## src/rtl/video_timing_gen.sv

```systemverilog
// Parametrised raster timing generator: pixel coordinates, sync, data enable,
// line/frame strobes and a completed-frame counter, all advancing on ce.
module video_timing_gen #(
    parameter int CORDW    = 10,
    parameter int H_ACTIVE = 640,
    parameter int H_FP     = 16,
    parameter int H_SYNC   = 96,
    parameter int H_BP     = 48,
    parameter int V_ACTIVE = 480,
    parameter int V_FP     = 10,
    parameter int V_SYNC   = 2,
    parameter int V_BP     = 33,
    parameter bit H_POL    = 1'b0,
    parameter bit V_POL    = 1'b0,
    parameter int FRAMEW   = 16
) (
    input  logic              clk,
    input  logic              rst,
    input  logic              ce,
    output logic [CORDW-1:0]  sx,
    output logic [CORDW-1:0]  sy,
    output logic              hsync,
    output logic              vsync,
    output logic              de,
    output logic              line,
    output logic              frame,
    output logic [FRAMEW-1:0] frame_count
);

    localparam int H_TOTAL = H_ACTIVE + H_FP + H_SYNC + H_BP;
    localparam int V_TOTAL = V_ACTIVE + V_FP + V_SYNC + V_BP;
    localparam longint COORD_MAX = (longint'(1) << CORDW) - 1;

    if (H_ACTIVE < 1 || H_FP < 1 || H_SYNC < 1 || H_BP < 1 ||
        V_ACTIVE < 1 || V_FP < 1 || V_SYNC < 1 || V_BP < 1) begin : g_bad_timing
        $fatal(1, "video_timing_gen: every timing parameter must be nonzero");
    end

    if (longint'(H_TOTAL - 1) > COORD_MAX || longint'(V_TOTAL - 1) > COORD_MAX) begin : g_bad_cordw
        $fatal(1, "video_timing_gen: CORDW too narrow for H_TOTAL/V_TOTAL");
    end

    // Thresholds are one bit wider than the coordinates so the porch sums cannot overflow.
    localparam int H_LAST_I   = H_TOTAL - 1;
    localparam int V_LAST_I   = V_TOTAL - 1;
    localparam int HS_START_I = H_ACTIVE + H_FP;
    localparam int HS_END_I   = H_ACTIVE + H_FP + H_SYNC;
    localparam int VS_START_I = V_ACTIVE + V_FP;
    localparam int VS_END_I   = V_ACTIVE + V_FP + V_SYNC;

    localparam logic [CORDW:0] H_LAST   = H_LAST_I[CORDW:0];
    localparam logic [CORDW:0] V_LAST   = V_LAST_I[CORDW:0];
    localparam logic [CORDW:0] H_ACT    = H_ACTIVE[CORDW:0];
    localparam logic [CORDW:0] V_ACT    = V_ACTIVE[CORDW:0];
    localparam logic [CORDW:0] HS_START = HS_START_I[CORDW:0];
    localparam logic [CORDW:0] HS_END   = HS_END_I[CORDW:0];
    localparam logic [CORDW:0] VS_START = VS_START_I[CORDW:0];
    localparam logic [CORDW:0] VS_END   = VS_END_I[CORDW:0];

    typedef enum logic {
        IDLE = 1'b0,
        RUN  = 1'b1
    } state_t;

    state_t            state_q;
    state_t            state_d;
    logic              load;
    logic [CORDW-1:0]  sx_d;
    logic [CORDW-1:0]  sy_d;
    logic [FRAMEW-1:0] frame_count_d;
    logic              hsync_d;
    logic              vsync_d;
    logic              de_d;
    logic              line_d;
    logic              frame_d;
    logic [CORDW:0]    sx_ext;
    logic [CORDW:0]    sy_ext;
    logic [CORDW:0]    sx_d_ext;
    logic [CORDW:0]    sy_d_ext;

    assign sx_ext = {1'b0, sx};
    assign sy_ext = {1'b0, sy};

    always_comb begin
        state_d       = state_q;
        load          = 1'b0;
        sx_d          = sx;
        sy_d          = sy;
        frame_count_d = frame_count;
        case (state_q)
            IDLE: begin
                if (ce) begin
                    state_d = RUN;
                    load    = 1'b1;
                    sx_d    = '0;
                    sy_d    = '0;
                end
            end
            RUN: begin
                if (ce) begin
                    load = 1'b1;
                    if (sx_ext == H_LAST) begin
                        sx_d = '0;
                        if (sy_ext == V_LAST) begin
                            sy_d          = '0;
                            frame_count_d = frame_count + FRAMEW'(1);
                        end else begin
                            sy_d = sy + CORDW'(1);
                        end
                    end else begin
                        sx_d = sx + CORDW'(1);
                    end
                end
            end
            default: state_d = IDLE;
        endcase
    end

    // Decode the pixel about to be registered so every output describes the same position.
    always_comb begin
        sx_d_ext = {1'b0, sx_d};
        sy_d_ext = {1'b0, sy_d};
        hsync_d  = ((sx_d_ext >= HS_START) && (sx_d_ext < HS_END)) ? H_POL : ~H_POL;
        vsync_d  = ((sy_d_ext >= VS_START) && (sy_d_ext < VS_END)) ? V_POL : ~V_POL;
        de_d     = (sx_d_ext < H_ACT) && (sy_d_ext < V_ACT);
        line_d   = (sx_d == '0);
        frame_d  = (sx_d == '0) && (sy_d == '0);
    end

    always_ff @(posedge clk) begin
        if (rst) begin
            state_q     <= IDLE;
            sx          <= '0;
            sy          <= '0;
            hsync       <= ~H_POL;
            vsync       <= ~V_POL;
            de          <= 1'b0;
            line        <= 1'b0;
            frame       <= 1'b0;
            frame_count <= '0;
        end else begin
            state_q <= state_d;
            if (load) begin
                sx          <= sx_d;
                sy          <= sy_d;
                hsync       <= hsync_d;
                vsync       <= vsync_d;
                de          <= de_d;
                line        <= line_d;
                frame       <= frame_d;
                frame_count <= frame_count_d;
            end
        end
    end

endmodule

```

## config.mk

```make
export PLATFORM = sky130hd
export DESIGN_NAME = video_timing_gen
export DESIGN_NICKNAME = d
export VERILOG_FILES = /design/src/rtl/video_timing_gen.sv
export SDC_FILE = /design/constraint.sdc
export NUM_CORES = 1
export LEC_CHECK = 0
export CAP_MARGIN = 20
export CORE_ASPECT_RATIO = 1.2
export CORE_MARGIN = 2
export CORE_UTILIZATION = 30
export CTS_CLUSTER_SIZE = 40
export DETAILED_ROUTE_END_ITERATION = 8
export PLACE_DENSITY = 0.59
export SLEW_MARGIN = 15
export SYNTH_ARGS = -nofsm -noshare
export SYNTH_HDL_FRONTEND = slang
export SYNTH_SLANG_ARGS = --single-unit
```

## constraint.sdc

```tcl
create_clock -name clk -period 4.7 [get_ports clk]
set_input_delay 0.47 -clock clk [delete_from_list [all_inputs] [get_ports clk]]
set_output_delay 0.47 -clock clk [all_outputs]
set_load 0.01 [all_outputs]
```

# ---- Word level (Yosys, flattened, before mapping)
# Cells that the tools add are included.
dict set report word_totals {
  reg_bits 42
  inputBits 3
  out_inout_bits 41
  elab_cells 41
}
dict set report op_classes {
  n_addsub 3
  magnitude_cmp 6
  eq_ne 2
  mux 13
  bitwise 1
  n_reduce_logical 7
}
# op count
set op_table {}
lappend op_table {{2-to-1 mux 10 bit} 7}
lappend op_table {{case mux 10 bit (2 select lines)} 2}
lappend op_table {{adder 10 x 1 -> 10 bit, second input constant} 2}
lappend op_table {{== test 10 bit, second input constant} 2}
lappend op_table {{logical NOT 10 bit} 2}
lappend op_table {{less-than comparator 10 bit, second input constant} 2}
lappend op_table {{less-than comparator 10 x 9 -> 1 bit, second input constant} 2}
lappend op_table {{adder 16 x 1 -> 16 bit, second input constant} 1}
lappend op_table {{greater-or-equal comparator 10 bit, second input constant} 1}
lappend op_table {{greater-or-equal comparator 10 x 9 -> 1 bit, second input constant} 1}
lappend op_table {{AND reduction 5 bit} 1}
lappend op_table {{logical AND 1 bit} 4}
lappend op_table {{2-to-1 mux 1 bit} 4}
lappend op_table {{NOT 1 bit} 1}

# ---- Longest topological paths before layout
dict set report depth {
  depth_word 8
  ltp_mapped 10
  depth_no_buf 9
}

# ---- Least setup slack after synthesis
# Ideal clock, no wire load.
dict set report synth_path {
  kind {register -> register}
  from {reg sx[1]}
  to {reg de}
  setup_ps 131
  arrival_time_ps 2493
  required_ps 4569
  slack_ps 2075
  path_stages_with_launch 10
  n_path_buf 1
  period_less_slack_ps 2625
  cell_sequence {dfxtp_1 > ha_1 > nand4_1 > or3_1 > buf_6 > nor4_4 > o21ai_0 > a22o_1 > nor4b_4 > o32ai_1}
}
dict set report synth_between {
  elab_chain_len 6
  word_cells_on_any_way 12
  classes_between {add/sub (1); order compare (2); eq/ne (1); mux (7); reduce/logical (1)}
}
# item line
set synth_lines {}
lappend synth_lines {{start: declaration} 20} ;# output logic [CORDW-1:0] sx,
lappend synth_lines {{start signal: assignment} 133} ;# sx <= '0;
lappend synth_lines {{start signal: assignment} 144} ;# sx <= sx_d;
lappend synth_lines {{adder 10 x 1 -> 10 bit or == test 10 bit (tied branches)} {111, 102}}
lappend synth_lines {{2-to-1 mux 10 bit} 102} ;# if (sx_ext == H_LAST) begin
lappend synth_lines {{2-to-1 mux 10 bit} 100} ;# if (ce) begin
lappend synth_lines {{case mux 10 bit (2 select lines)} 90} ;# case (state_q)
lappend synth_lines {{less-than comparator 10 bit or less-than comparator 10 x 9 -> 1 bit (tied branches)} 125} ;# de_d = (sx_d_ext < H_ACT) && (sy_d_ext < V_ACT);
lappend synth_lines {{logical AND 1 bit (*)} 125}
lappend synth_lines {{end signal: assignment} 137} ;# de <= 1'b0;
lappend synth_lines {{end signal: assignment} 148} ;# de <= de_d;
lappend synth_lines {{end: declaration} 24} ;# output logic de,
# Mark *: on every way between the ends. The rest lies on a longest branch, timed or not.
# A chain may end at the register's enable or synchronous reset.

# ---- Final worst setup path
# Same ends and word-level chain as after synthesis.

==> impl_metrics.env <==
export IMPL_ys_top_cells_by_area="dfxtp_1 (36%), nor2_1 (6.9%), a21oi_1 (3.9%)"
export IMPL_grt_max_degree=45
export IMPL_worstPathMaxFanout=17
export IMPL_cts_max_path_buffers=2
export IMPL_drv_cap=0
export IMPL_io_pins=44
export IMPL_cts_tree="yes"
export IMPL_syn_area_um2=2340
export IMPL_finClkSkew_ns=0.0114
export IMPL_start_kind="register"
export IMPL_row_count=35
export IMPL_finalSetupTns_ns=0
export IMPL_post_cts_resize_count=0
export IMPL_status="finished clean"
export IMPL_die_area_um2=8520
export IMPL_required_ns=4.86
export IMPL_cts_sinks=42
export IMPL_vias=2246
export IMPL_die_x_um=84.6
export IMPL_grt_pass1_wl_mm=10.1
export IMPL_avgRoutedWirePerCell_um=14.5
export IMPL_setup_viol=0
export IMPL_power_total_mw=0.633
export IMPL_ys_warn_count=0
export IMPL_hold_viol=0
export IMPL_grt_remaining_overflow=0
export IMPL_fin_area_um2=2910
export IMPL_slew_viol_final=0
export IMPL_syn2layout_area_growth_pct=24.3
export IMPL_synthFlopType="dfxtp_1"
export IMPL_drc=0
export IMPL_synth_edf_count=0
export IMPL_grt_antenna_before_repair=0
export IMPL_hold_buffers=0
export IMPL_drtPass1Iterations=4
export IMPL_ys_ff_latch=42
export IMPL_clk_pin_slew_ns=0.08
export IMPL_seq_area_frac_synth_pct=36.0
export IMPL_drive_gt1_share_pct=6.17
export IMPL_drt_initial_drc_count=128
export IMPL_whs_ns=0.483
export IMPL_synthArstFlopShare_pct=0
export IMPL_placed_area_um2=2820
export IMPL_max_freq_ghz=0.325
export IMPL_post_route_period_util_pct=65.5
export IMPL_place_congestion=0.804
export IMPL_vdd_drop_max_mv=0.0867
export IMPL_via_per_inst=5.40
export IMPL_end_kind="register"
export IMPL_slew_headroom_pct=47.0
export IMPL_htree_levels=2
export IMPL_detail_route_antenna_nets=0
export IMPL_synth_most_common_cell="nor2_1"
export IMPL_core_area_um2=7620
export IMPL_start_util_pct=30.7
export IMPL_syn_avg_cell_area_um2=8.18
export IMPL_crit_arrival_ns=3.24
export IMPL_powerDensity_nw_per_um2=218
export IMPL_dp_hpwl_mm=4.31
export IMPL_wirelength_mm=6.01
export IMPL_grt_pass1_vias=2073
export IMPL_critical_path_class="register to register"
export IMPL_cts_setup_buffers=0
export IMPL_yosysUniqueCellTypes=57
export IMPL_tightest_slew_ns=0.793
export IMPL_io_buffers=43
export IMPL_nets=330
export IMPL_synth_nets=293
export IMPL_clk_latency_ns=0.30
export IMPL_hp_class="register to register"
export IMPL_clock_tree_root_cell="clkbuf_8"
export IMPL_rsz0062_at_grt="no"
export IMPL_track_usage_pct=14.5
export IMPL_min_period_ns=3.08
export IMPL_synth_common_cells="nor2_1 (43), dfxtp_1 (42), nand2_1 (23), a21oi_1 (18), nand4_1 (14)"
export IMPL_synth_top_area_cell="dfxtp_1"
export IMPL_fp_dieH_um=101
export IMPL_synth_top_cell_area_share_pct=36.0
export IMPL_cts_buffers=5
export IMPL_p_leak_nw=0.969
export IMPL_synth_cells=286
export IMPL_diodes=0
==> layer usage <==
| metal | wire length [µm] | vias up | track usage, % |
|---|---|---|---|
| li1 | - | 1116 | - |
| met1 | 2680 | 1059 | 18.7 |
| met2 | 2930 | 63 | 24.6 |
| met3 | 325 | 8 | 3.28 |
| met4 | 72 | 0 | 3.79 |
| met5 | 0 | - | 0 |
==> flip-flops by register name (all words and copies together) (netlist names) <==
register	flops
line	1
hsync	1
state_q	1
sx	10
sy	10
frame	1
frame_count	16
vsync	1
de	1
==> cell usage in the layout, fill, tap and decap left out, drive strengths merged, types with 4 or more instances in the layout <==
master / Yosys / routed
nor2: 43 / 43
and3: 4 / 4
xor2: 7 / 7
ha: 4 / 4
nand2: 23 / 23
or3: 5 / 5
nor2b: 6 / 6
nor4: 8 / 8
inv: 7 / 7
xnor2: 10 / 10
clkdlybuf4s50: 0 / 43
dfxtp: 42 / 42
nand4: 15 / 15
nor3: 14 / 14
a21oi: 18 / 18
nand3: 8 / 8
o31ai: 4 / 4
clkbuf: 10 / 6
o21ai: 13 / 13
==> logic make-up after synthesis <==
kind of cell | after synthesis | share of synthesized area (%)
compound gates | 58 | 16.3
xor+xnor | 17 | 6.37
fa+ha+maj | 4 | 2.14
buf+inv | 21 | 4.12
flops | 42 | 36.0
mux | 1 | 0.428
simple gates | 143 | 34.7
==> power breakdown <==
part / total (mW) / internal (mW) / leakage [nW] / switching (mW)
Combinational: 0.0370 / 0.0138 / 0.585 / 0.0233
Sequential: 0.363 / 0.359 / 0.339 / 0.00423
Clock: 0.233 / 0.105 / 0.0452 / 0.128
Total: 0.633 / 0.477 / 0.969 / 0.155
==> final cells by class <==
class | count | area (µm²)
clock inverters | 2 | 13.8
clock buffers | 6 | 72.6
multi-input cells | 223 | 1400
well taps | 92 | 115
fillers | 816 | 4710
flip-flops and latches | 42 | 841
repair buffers | 44 | 438
inverters | 7 | 26.3
==> through the flow <==
step	utilization, %	worst slack [ns]	instances
after CTS	38.2	1.61	416
final	38.2	1.62	416
after floorplan	-	2.08	286
after detailed placement	37.0	1.38	408
after global placement	37.0	1.41	408
after global routing	38.2	1.24	416
==> critical path: stages, from the launching register on <==
cell     delay [ns]
dfxtp_1        0.45
ha_1           0.30
nand4_1        0.19
or3_1          0.69
nor4_4         0.43
o21ai_0        0.12
a22o_1         0.34
nor4b_4        0.31
o32ai_1        0.12
==> path summary, 6_finish.rpt <==
kind / slack [ns] / depth (start not counted) / from / endpoint
hold / removal: 0.48 / 2 / de$_SDFFE_PP0P_ / de$_SDFFE_PP0P_
setup / recovery: 1.62 / 8 / sx[1]$_SDFFE_PP0P_ / de$_SDFFE_PP0P_
hold reg to reg: 0.48 / 2 / de$_SDFFE_PP0P_ / de$_SDFFE_PP0P_
setup reg to reg: 1.62 / 8 / sx[1]$_SDFFE_PP0P_ / de$_SDFFE_PP0P_
Power figures use the tool's default switching activity.
